**src/rtl/fetch_stage_pkg.sv**
```systemverilog
// Shared definitions for the fetch stage: widths, reset PC, FSM states and
// the RV32 opcode constants used by the control unit and benches.
package fetch_stage_pkg;

  localparam int              XLEN     = 32;
  localparam logic [XLEN-1:0] RESET_PC = 32'h0000_0000;

  typedef enum logic [1:0] {
    REQ,
    WAIT,
    DROP,
    FULL
  } fetch_state_t;

  localparam logic [6:0] OP_LUI    = 7'b0110111;
  localparam logic [6:0] OP_AUIPC  = 7'b0010111;
  localparam logic [6:0] OP_JAL    = 7'b1101111;
  localparam logic [6:0] OP_JALR   = 7'b1100111;
  localparam logic [6:0] OP_BRANCH = 7'b1100011;
  localparam logic [6:0] OP_LOAD   = 7'b0000011;
  localparam logic [6:0] OP_STORE  = 7'b0100011;
  localparam logic [6:0] OP_IMM    = 7'b0010011;
  localparam logic [6:0] OP_REG    = 7'b0110011;
  localparam logic [6:0] OP_SYSTEM = 7'b1110011;

endpackage

```
**src/rtl/fetch_stage_if.sv**
```systemverilog
// Bundle of the fetch stage's memory handshake, decode-side controls and
// decode-side outputs. master = fetch stage, slave = memory/decode side.
interface fetch_stage_if #(
  parameter int XLEN = fetch_stage_pkg::XLEN
);
  logic            imem_req;
  logic [XLEN-1:0] imem_addr;
  logic            imem_rvalid;
  logic [31:0]     imem_rdata;
  logic            stall;
  logic            redirect_valid;
  logic [XLEN-1:0] redirect_pc;
  logic            if_valid;
  logic [XLEN-1:0] if_pc;
  logic [31:0]     if_instr;
  logic [6:0]      if_opcode;

  modport master (
    output imem_req, imem_addr, if_valid, if_pc, if_instr, if_opcode,
    input  imem_rvalid, imem_rdata, stall, redirect_valid, redirect_pc
  );

  modport slave (
    input  imem_req, imem_addr, if_valid, if_pc, if_instr, if_opcode,
    output imem_rvalid, imem_rdata, stall, redirect_valid, redirect_pc
  );
endinterface

```
**src/rtl/fetch_skid_buf.sv**
```systemverilog
// Two-entry instruction buffer: the output register seen by decode plus one
// skid entry that catches a response arriving while decode is stalled.
module fetch_skid_buf #(
  parameter int XLEN = fetch_stage_pkg::XLEN
) (
  input  logic            clk,
  input  logic            rst,
  input  logic            push,
  input  logic [XLEN-1:0] push_pc,
  input  logic [31:0]     push_instr,
  input  logic            pop,
  input  logic            flush,
  output logic            empty,
  output logic            full,
  output logic            full_next,
  output logic [XLEN-1:0] out_pc,
  output logic [31:0]     out_instr
);
  import fetch_stage_pkg::*;

  logic            out_valid, out_valid_n;
  logic [XLEN-1:0] out_pc_n;
  logic [31:0]     out_instr_n;
  logic            skid_valid, skid_valid_n;
  logic [XLEN-1:0] skid_pc, skid_pc_n;
  logic [31:0]     skid_instr, skid_instr_n;
  logic            take;

  assign take = pop && out_valid;

  // A push lands in the output slot whenever that slot is free after this
  // cycle's pop; only otherwise does it go to the skid entry.
  always_comb begin
    out_valid_n  = out_valid;
    out_pc_n     = out_pc;
    out_instr_n  = out_instr;
    skid_valid_n = skid_valid;
    skid_pc_n    = skid_pc;
    skid_instr_n = skid_instr;
    if (flush) begin
      out_valid_n  = 1'b0;
      skid_valid_n = 1'b0;
    end else begin
      if (take) begin
        out_valid_n  = skid_valid;
        skid_valid_n = 1'b0;
        if (skid_valid) begin
          out_pc_n    = skid_pc;
          out_instr_n = skid_instr;
        end
      end
      if (push) begin
        if (!out_valid_n) begin
          out_valid_n = 1'b1;
          out_pc_n    = push_pc;
          out_instr_n = push_instr;
        end else begin
          skid_valid_n = 1'b1;
          skid_pc_n    = push_pc;
          skid_instr_n = push_instr;
        end
      end
    end
  end

  always_ff @(posedge clk) begin
    if (rst) begin
      out_valid  <= 1'b0;
      out_pc     <= '0;
      out_instr  <= '0;
      skid_valid <= 1'b0;
      skid_pc    <= '0;
      skid_instr <= '0;
    end else begin
      out_valid  <= out_valid_n;
      out_pc     <= out_pc_n;
      out_instr  <= out_instr_n;
      skid_valid <= skid_valid_n;
      skid_pc    <= skid_pc_n;
      skid_instr <= skid_instr_n;
    end
  end

  assign empty     = !out_valid;
  assign full      = skid_valid;
  assign full_next = skid_valid_n;

endmodule

```
**src/rtl/fetch_stage.sv**
```systemverilog
// Instruction fetch stage: PC register, single-outstanding memory request
// FSM, redirect handling, and the buffered {pc, instr, opcode} to decode.
module fetch_stage #(
  parameter int              XLEN     = fetch_stage_pkg::XLEN,
  parameter logic [XLEN-1:0] RESET_PC = fetch_stage_pkg::RESET_PC
) (
  input  logic          clk,
  input  logic          rst,
  fetch_stage_if.master bus
);
  import fetch_stage_pkg::*;

  fetch_state_t    state, state_next;
  logic [XLEN-1:0] pc, pc_next;
  logic [XLEN-1:0] req_pc, req_pc_next;
  logic            push, pop, flush;
  logic            buf_empty, skid_full, skid_full_next;
  logic [XLEN-1:0] out_pc;
  logic [31:0]     out_instr;

  assign bus.imem_req  = (state == REQ) && !rst;
  assign bus.imem_addr = pc;

  assign pop   = !buf_empty && !bus.stall;
  assign flush = bus.redirect_valid;
  assign push  = (state == WAIT) && bus.imem_rvalid && !bus.redirect_valid;

  fetch_skid_buf #(.XLEN(XLEN)) u_buf (
    .clk        (clk),
    .rst        (rst),
    .push       (push),
    .push_pc    (req_pc),
    .push_instr (bus.imem_rdata),
    .pop        (pop),
    .flush      (flush),
    .empty      (buf_empty),
    .full       (skid_full),
    .full_next  (skid_full_next),
    .out_pc     (out_pc),
    .out_instr  (out_instr)
  );

  // A redirect overrides the normal transition; whatever request is still
  // in flight at that point must be waited out in DROP and discarded.
  always_comb begin
    state_next  = state;
    pc_next     = pc;
    req_pc_next = req_pc;
    case (state)
      REQ: begin
        req_pc_next = pc;
        pc_next     = pc + XLEN'(4);
        state_next  = WAIT;
      end
      WAIT: if (bus.imem_rvalid) state_next = skid_full_next ? FULL : REQ;
      DROP: if (bus.imem_rvalid) state_next = REQ;
      FULL: if (pop) state_next = REQ;
      default: state_next = REQ;
    endcase
    if (bus.redirect_valid) begin
      pc_next = bus.redirect_pc;
      case (state)
        REQ:     state_next = DROP;
        WAIT:    state_next = bus.imem_rvalid ? REQ : DROP;
        DROP:    state_next = bus.imem_rvalid ? REQ : DROP;
        default: state_next = REQ;
      endcase
    end
  end

  always_ff @(posedge clk) begin
    if (rst) begin
      state  <= REQ;
      pc     <= RESET_PC;
      req_pc <= RESET_PC;
    end else begin
      state  <= state_next;
      pc     <= pc_next;
      req_pc <= req_pc_next;
    end
  end

  assign bus.if_valid  = !buf_empty;
  assign bus.if_pc     = out_pc;
  assign bus.if_instr  = out_instr;
  assign bus.if_opcode = out_instr[6:0];

`ifndef SYNTHESIS
  // Memory must only answer while a request is outstanding.
  a_rvalid_expected: assert property (@(posedge clk) disable iff (rst)
    bus.imem_rvalid |-> (state == WAIT || state == DROP));
  a_no_overflow: assert property (@(posedge clk) disable iff (rst)
    push |-> !skid_full);
`endif

endmodule

```
**src/flat_wrapper.sv**
```systemverilog
// flat-port wrapper written by rule: the top's interface ports become plain ports
module fetch_stage_flat import fetch_stage_pkg::*;
#(
  parameter int              XLEN     = fetch_stage_pkg::XLEN,
  parameter logic [XLEN-1:0] RESET_PC = fetch_stage_pkg::RESET_PC
)
  (clk, rst, bus_imem_req, bus_imem_addr, bus_if_valid, bus_if_pc, bus_if_instr, bus_if_opcode, bus_imem_rvalid, bus_imem_rdata, bus_stall, bus_redirect_valid, bus_redirect_pc);
  fetch_stage_if #(.XLEN(XLEN)) bus_i ();
  input  logic clk;
  input  logic rst;
  output wire logic [$bits(bus_i.imem_req)-1:0] bus_imem_req;
  output wire logic [$bits(bus_i.imem_addr)-1:0] bus_imem_addr;
  output wire logic [$bits(bus_i.if_valid)-1:0] bus_if_valid;
  output wire logic [$bits(bus_i.if_pc)-1:0] bus_if_pc;
  output wire logic [$bits(bus_i.if_instr)-1:0] bus_if_instr;
  output wire logic [$bits(bus_i.if_opcode)-1:0] bus_if_opcode;
  input wire logic [$bits(bus_i.imem_rvalid)-1:0] bus_imem_rvalid;
  input wire logic [$bits(bus_i.imem_rdata)-1:0] bus_imem_rdata;
  input wire logic [$bits(bus_i.stall)-1:0] bus_stall;
  input wire logic [$bits(bus_i.redirect_valid)-1:0] bus_redirect_valid;
  input wire logic [$bits(bus_i.redirect_pc)-1:0] bus_redirect_pc;
  assign bus_imem_req = bus_i.imem_req;
  assign bus_imem_addr = bus_i.imem_addr;
  assign bus_if_valid = bus_i.if_valid;
  assign bus_if_pc = bus_i.if_pc;
  assign bus_if_instr = bus_i.if_instr;
  assign bus_if_opcode = bus_i.if_opcode;
  assign bus_i.imem_rvalid = bus_imem_rvalid;
  assign bus_i.imem_rdata = bus_imem_rdata;
  assign bus_i.stall = bus_stall;
  assign bus_i.redirect_valid = bus_redirect_valid;
  assign bus_i.redirect_pc = bus_redirect_pc;
  fetch_stage #(.XLEN(XLEN), .RESET_PC(RESET_PC)) u_core (.clk(clk), .rst(rst), .bus(bus_i));
endmodule
```
**config.mk**
```make
export PLATFORM = sky130hd
export DESIGN_NAME = fetch_stage_flat
export DESIGN_NICKNAME = d
export VERILOG_FILES = /design/src/rtl/fetch_stage_pkg.sv /design/src/rtl/fetch_stage_if.sv /design/src/rtl/fetch_skid_buf.sv /design/src/rtl/fetch_stage.sv /design/src/flat_wrapper.sv
export SDC_FILE = /design/constraint.sdc
export NUM_CORES = 1
export LEC_CHECK = 0
export CORE_ASPECT_RATIO = 0.7
export CORE_UTILIZATION = 30
export CTS_CLUSTER_SIZE = 28
export DETAILED_ROUTE_END_ITERATION = 10
export GPL_TIMING_DRIVEN = 0
export PLACE_DENSITY = 0.58
export SLEW_MARGIN = 20
export SYNTH_ARGS = -nofsm -noshare
export SYNTH_HDL_FRONTEND = slang
export SYNTH_HIERARCHICAL = 1
export SYNTH_SLANG_ARGS = --single-unit
export TNS_END_PERCENT = 1
```
**constraint.sdc**
```tcl
create_clock -name clk -period 6.1 [get_ports clk]
set_input_delay 1.525 -clock clk [delete_from_list [all_inputs] [get_ports clk]]
set_output_delay 1.525 -clock clk [all_outputs]
set_load 0.02 [all_outputs]
```
==> results.toml <==
[outcome]
outcome = "finished, violations left"
violated_checks = "DRC"

[grt]
grt_pass1_vias = 9215
gr-usage-all-layers_pct = 20.3
grt_start_max_net_pins = 17
top_usage_layer = "met1"
grt_antenna_before_repair = 0
globalRouteMet2Util_pct = 28.7
grt_use_met3_pct = 4.01
met1_usage_pct = 30.8
remaining_overflow_grt = 0
global_route_wire_length_before_repair_mm = 53.9

[worst_setup_path]
worst_setup_path_startpoint = "u_core/state[0]$_SDFFE_PP0P_"
timing.rr.end = "u_core/state[1]$_SDFFE_PP0P_"
path_max_fanout = 10
cp.arrival_ps = 3220
r2r_slack_ps = 2550
endpoint = "bus_imem_req"
critPathKind = "reg2out"
cp.required_ps = 4580
startpoint_type = "flip-flop"
end_kind = "output port"
launch_instance_of_the_worst_register_to_register_path = "u_core/u_buf/out_valid$_SDFF_PP0_"
reg2regPathDepth = 12

[placed_design]
place_congestion = 0.864
post_dp_cell_area_um2 = 12300
dp.final_hpwl_mm = 25.0
io_buffer_count = 172

[layout]
sequential_cell_area_um2 = 3920
nFillCells = 3364
drive_gt1_share_pct = 14.1
final_cell_area_excluding_filler_cells_um2 = 12800
antenna-diode-count = 0
area.growth.synth_to_final_pct = 27.8
nets = 1436
multi_input_area_um2 = 5260

[floorplanning]
placementRows = 55
io_pins = 174
initial_core_util_pct = 30.8
die_x_um = 221
core_area_um2 = 32600
die-area_um2 = 34200
die_h_um = 155

[job]
maximum_capacitance_violations = 0

[power]
peakVddDrop_uv = 137
power.leakage_uw = 0.00428
cellPowerDensity_nw_per_um2 = 214

[routing]
ant_nets = 0
route.vias.total = 9667
first_pass_iters = 8
drt_iter0_markers = 949
post-route-drc-count = 10
routed_wirelength_mm = 34.7
wire_per_inst_um = 19.3
route.detailed.vias_per_inst = 5.37

[sta]
fin_crit_sh_pct = 77.9
final_sum_of_negative_setup_slack_ps = 0
slew_headroom_pct = 43.4
finalHoldViolations = 0
rsz0062_at_grt = "false"
finalSetupViolations = 0
fmax_ghz = 0.211
maxSlewViolCount = 0
finClkSkew_ps = 17.9
tightestPinTransition_ps = 849
period_minus_slack_ps = 4750

[clocking]
clock_slew_at_reported_path_ffs_ps = 70
ctsLongestPathBuffers = 2
cts.root.buffer_cell = "sky130_fd_sc_hd__clkbuf_16"
clk_latency_ps = 450
cts.htree.levels = 4
postCtsSetupRepairBufs = 0
cts.sink_count = 196
tritoncts.num_buffers = 17
post_cts_hold_buffer_count = 0
tritoncts = "built"
postCtsResizedCells = 0

[synth]
sequential_cell_area_fraction_in_the_yosys_report_pct = 39.0
ys.warnings.count = 6
synth_cell_type_count = 44
post_synth_edffs = 0
syn_avg_cell_area_um2 = 8.60
postSynthCellCount = 1169
synth.cell_area_um2 = 10000
ys.flop_type = "sky130_fd_sc_hd__dfxtp_1"
synthesis.nets = 1245
register_bit_total_from_synthesis = 196
async_reset_ff_share_pct = 0

[hold_path]
worstHoldPathType = "reg2reg"
==> kinds of logic after synthesis <==
| family | count (synthesis) | synth area share [%] |
|---|---|---|
| fa+ha+maj | 7 | 0.871 |
| simple gates | 333 | 18.9 |
| xor+xnor | 12 | 1.05 |
| flops | 196 | 39.0 |
| buf+inv | 204 | 8.64 |
| mux | 35 | 3.49 |
| compound gates | 382 | 28.0 |
==> worst min path at each step <==
stage,start,end,cells after the start
final,u_core/u_buf/skid_pc[28]$_SDFFE_PP0P_,u_core/u_buf/skid_pc[28]$_SDFFE_PP0P_,2
after global routing,u_core/u_buf/skid_pc[29]$_SDFFE_PP0P_,u_core/u_buf/skid_pc[29]$_SDFFE_PP0P_,2
after CTS,u_core/u_buf/skid_instr[1]$_SDFFE_PP0P_,u_core/u_buf/skid_instr[1]$_SDFFE_PP0P_,2
after detailed placement,u_core/u_buf/skid_instr[16]$_SDFFE_PP0P_,u_core/u_buf/skid_instr[16]$_SDFFE_PP0P_,2
after global placement,u_core/u_buf/skid_instr[21]$_SDFFE_PP0P_,u_core/u_buf/skid_instr[21]$_SDFFE_PP0P_,2
after floorplan,u_core/u_buf/skid_instr[0]$_SDFFE_PP0P_,u_core/u_buf/skid_instr[0]$_SDFFE_PP0P_,2
==> registers in the layout, summed over array words and instances (netlist names) <==
register	cells
u_core/u_buf/skid_pc	32
u_core/req_pc	32
u_core/u_buf/out_pc	32
u_core/u_buf/full	1
u_core/state	2
u_core/u_buf/out_instr	32
u_core/bus.imem_addr	32
u_core/u_buf/out_valid	1
u_core/u_buf/skid_instr	32
==> metal layers <==
| layer | wire length [µm] | part of all wire [%] |
|---|---|---|
| met1 | 17000 | 49 |
| met2 | 14700 | 42 |
| met3 | 2410 | 7.0 |
| met4 | 627 | 1.8 |
| met5 | 0 | 0 |
==> power by group <==
| part | switching [µW] | internal [µW] | leakage, µW | total (µW) |
|---|---|---|---|---|
| clock | 527 | 545 | 0.000255 | 1070 |
| combinational | 167 | 149 | 0.00244 | 316 |
| sequential | 48.7 | 1320 | 0.00159 | 1360 |
==> through the flow <==
step / total power (µW) / setup slack (ps) / util, % / hold WS (ps) / cells
2_1_floorplan: 1550 / 2550 / - / 448 / 1169
3_3_place_gp: 1710 / 1440 / 37.7 / 456 / 1768
3_5_place_dp: 1710 / 1420 / 37.7 / 463 / 1768
4_1_cts: 2780 / 1330 / 39.4 / 474 / 1800
5_1_grt: 2860 / 1140 / 39.4 / 491 / 1800
6_report: 2750 / 1350 / 39.4 / 473 / 1800
==> critical path, stage by stage (launching register included) <==
cell,delay [ps]
sky130_fd_sc_hd__dfxtp_1,350
sky130_fd_sc_hd__inv_1,140
sky130_fd_sc_hd__ha_1,260
sky130_fd_sc_hd__buf_1,630
sky130_fd_sc_hd__clkbuf_1,560
sky130_fd_sc_hd__nor2b_1,210
sky130_fd_sc_hd__clkdlybuf4s50_1,630
==> cell type report <==
| class | instances | share of cell area (%) |
|---|---|---|
| Multi-Input combinational cell | 769 | 40.9 |
| Sequential cell | 196 | 30.5 |
| Timing Repair Buffer | 172 | 13.4 |
| Buffer | 127 | 4.51 |
| Tap cell | 427 | 4.16 |
| Clock buffer | 21 | 3.58 |
| Inverter | 77 | 2.25 |
| Clock inverter | 11 | 0.623 |
==> cells in the mapped netlist (2+ instances only) <==
cell / instances / area [µm²]
sky130_fd_sc_hd__a2111oi_2: 60 / 901
sky130_fd_sc_hd__a211oi_1: 73 / 548
sky130_fd_sc_hd__nor4_1: 8 / 50.1
sky130_fd_sc_hd__buf_4: 8 / 60.1
sky130_fd_sc_hd__nand2b_1: 4 / 25.0
sky130_fd_sc_hd__nand4_1: 9 / 56.3
sky130_fd_sc_hd__nor3_1: 5 / 25.0
sky130_fd_sc_hd__a311oi_1: 14 / 123
sky130_fd_sc_hd__or4_1: 9 / 67.6
sky130_fd_sc_hd__o31ai_1: 9 / 67.6
sky130_fd_sc_hd__buf_2: 22 / 110
sky130_fd_sc_hd__a21oi_1: 141 / 706
sky130_fd_sc_hd__mux2i_1: 35 / 350
sky130_fd_sc_hd__dfxtp_1: 196 / 3920
sky130_fd_sc_hd__nand3_1: 69 / 345
sky130_fd_sc_hd__and4_1: 3 / 26.3
sky130_fd_sc_hd__o21ai_0: 71 / 355
sky130_fd_sc_hd__clkbuf_1: 82 / 308
sky130_fd_sc_hd__nand2_1: 20 / 75.1
sky130_fd_sc_hd__or3_1: 8 / 50.1
sky130_fd_sc_hd__or2_2: 65 / 407
sky130_fd_sc_hd__nand3b_1: 65 / 488
sky130_fd_sc_hd__a2111oi_0: 5 / 43.8
sky130_fd_sc_hd__nor2_1: 61 / 229
sky130_fd_sc_hd__ha_1: 7 / 87.6
sky130_fd_sc_hd__buf_6: 6 / 67.6
sky130_fd_sc_hd__nor2b_1: 2 / 12.5
sky130_fd_sc_hd__o21bai_1: 2 / 15.0
sky130_fd_sc_hd__o31a_1: 2 / 17.5
sky130_fd_sc_hd__buf_1: 9 / 33.8
sky130_fd_sc_hd__inv_1: 76 / 285
sky130_fd_sc_hd__xnor2_1: 11 / 96.3
==> placed cells by master, fill, tap and decap left out, drive strengths merged, types with 8 or more instances in the layout <==
master / netlist / layout
nand3: 69 / 69
buf: 45 / 45
or3: 8 / 8
xnor2: 11 / 11
or4: 9 / 9
a2111oi: 65 / 65
o31ai: 9 / 9
nor4: 8 / 8
or2: 66 / 66
a311oi: 14 / 14
clkbuf: 82 / 103
mux2i: 35 / 35
nand4: 10 / 10
nand2: 20 / 20
a211oi: 73 / 73
inv: 77 / 78
o21ai: 71 / 71
nor2: 61 / 61
a21oi: 141 / 141
nand3b: 65 / 65
dfxtp: 196 / 196
clkdlybuf4s50: 0 / 172
Note: power is estimated with default switching activity, not from simulation.
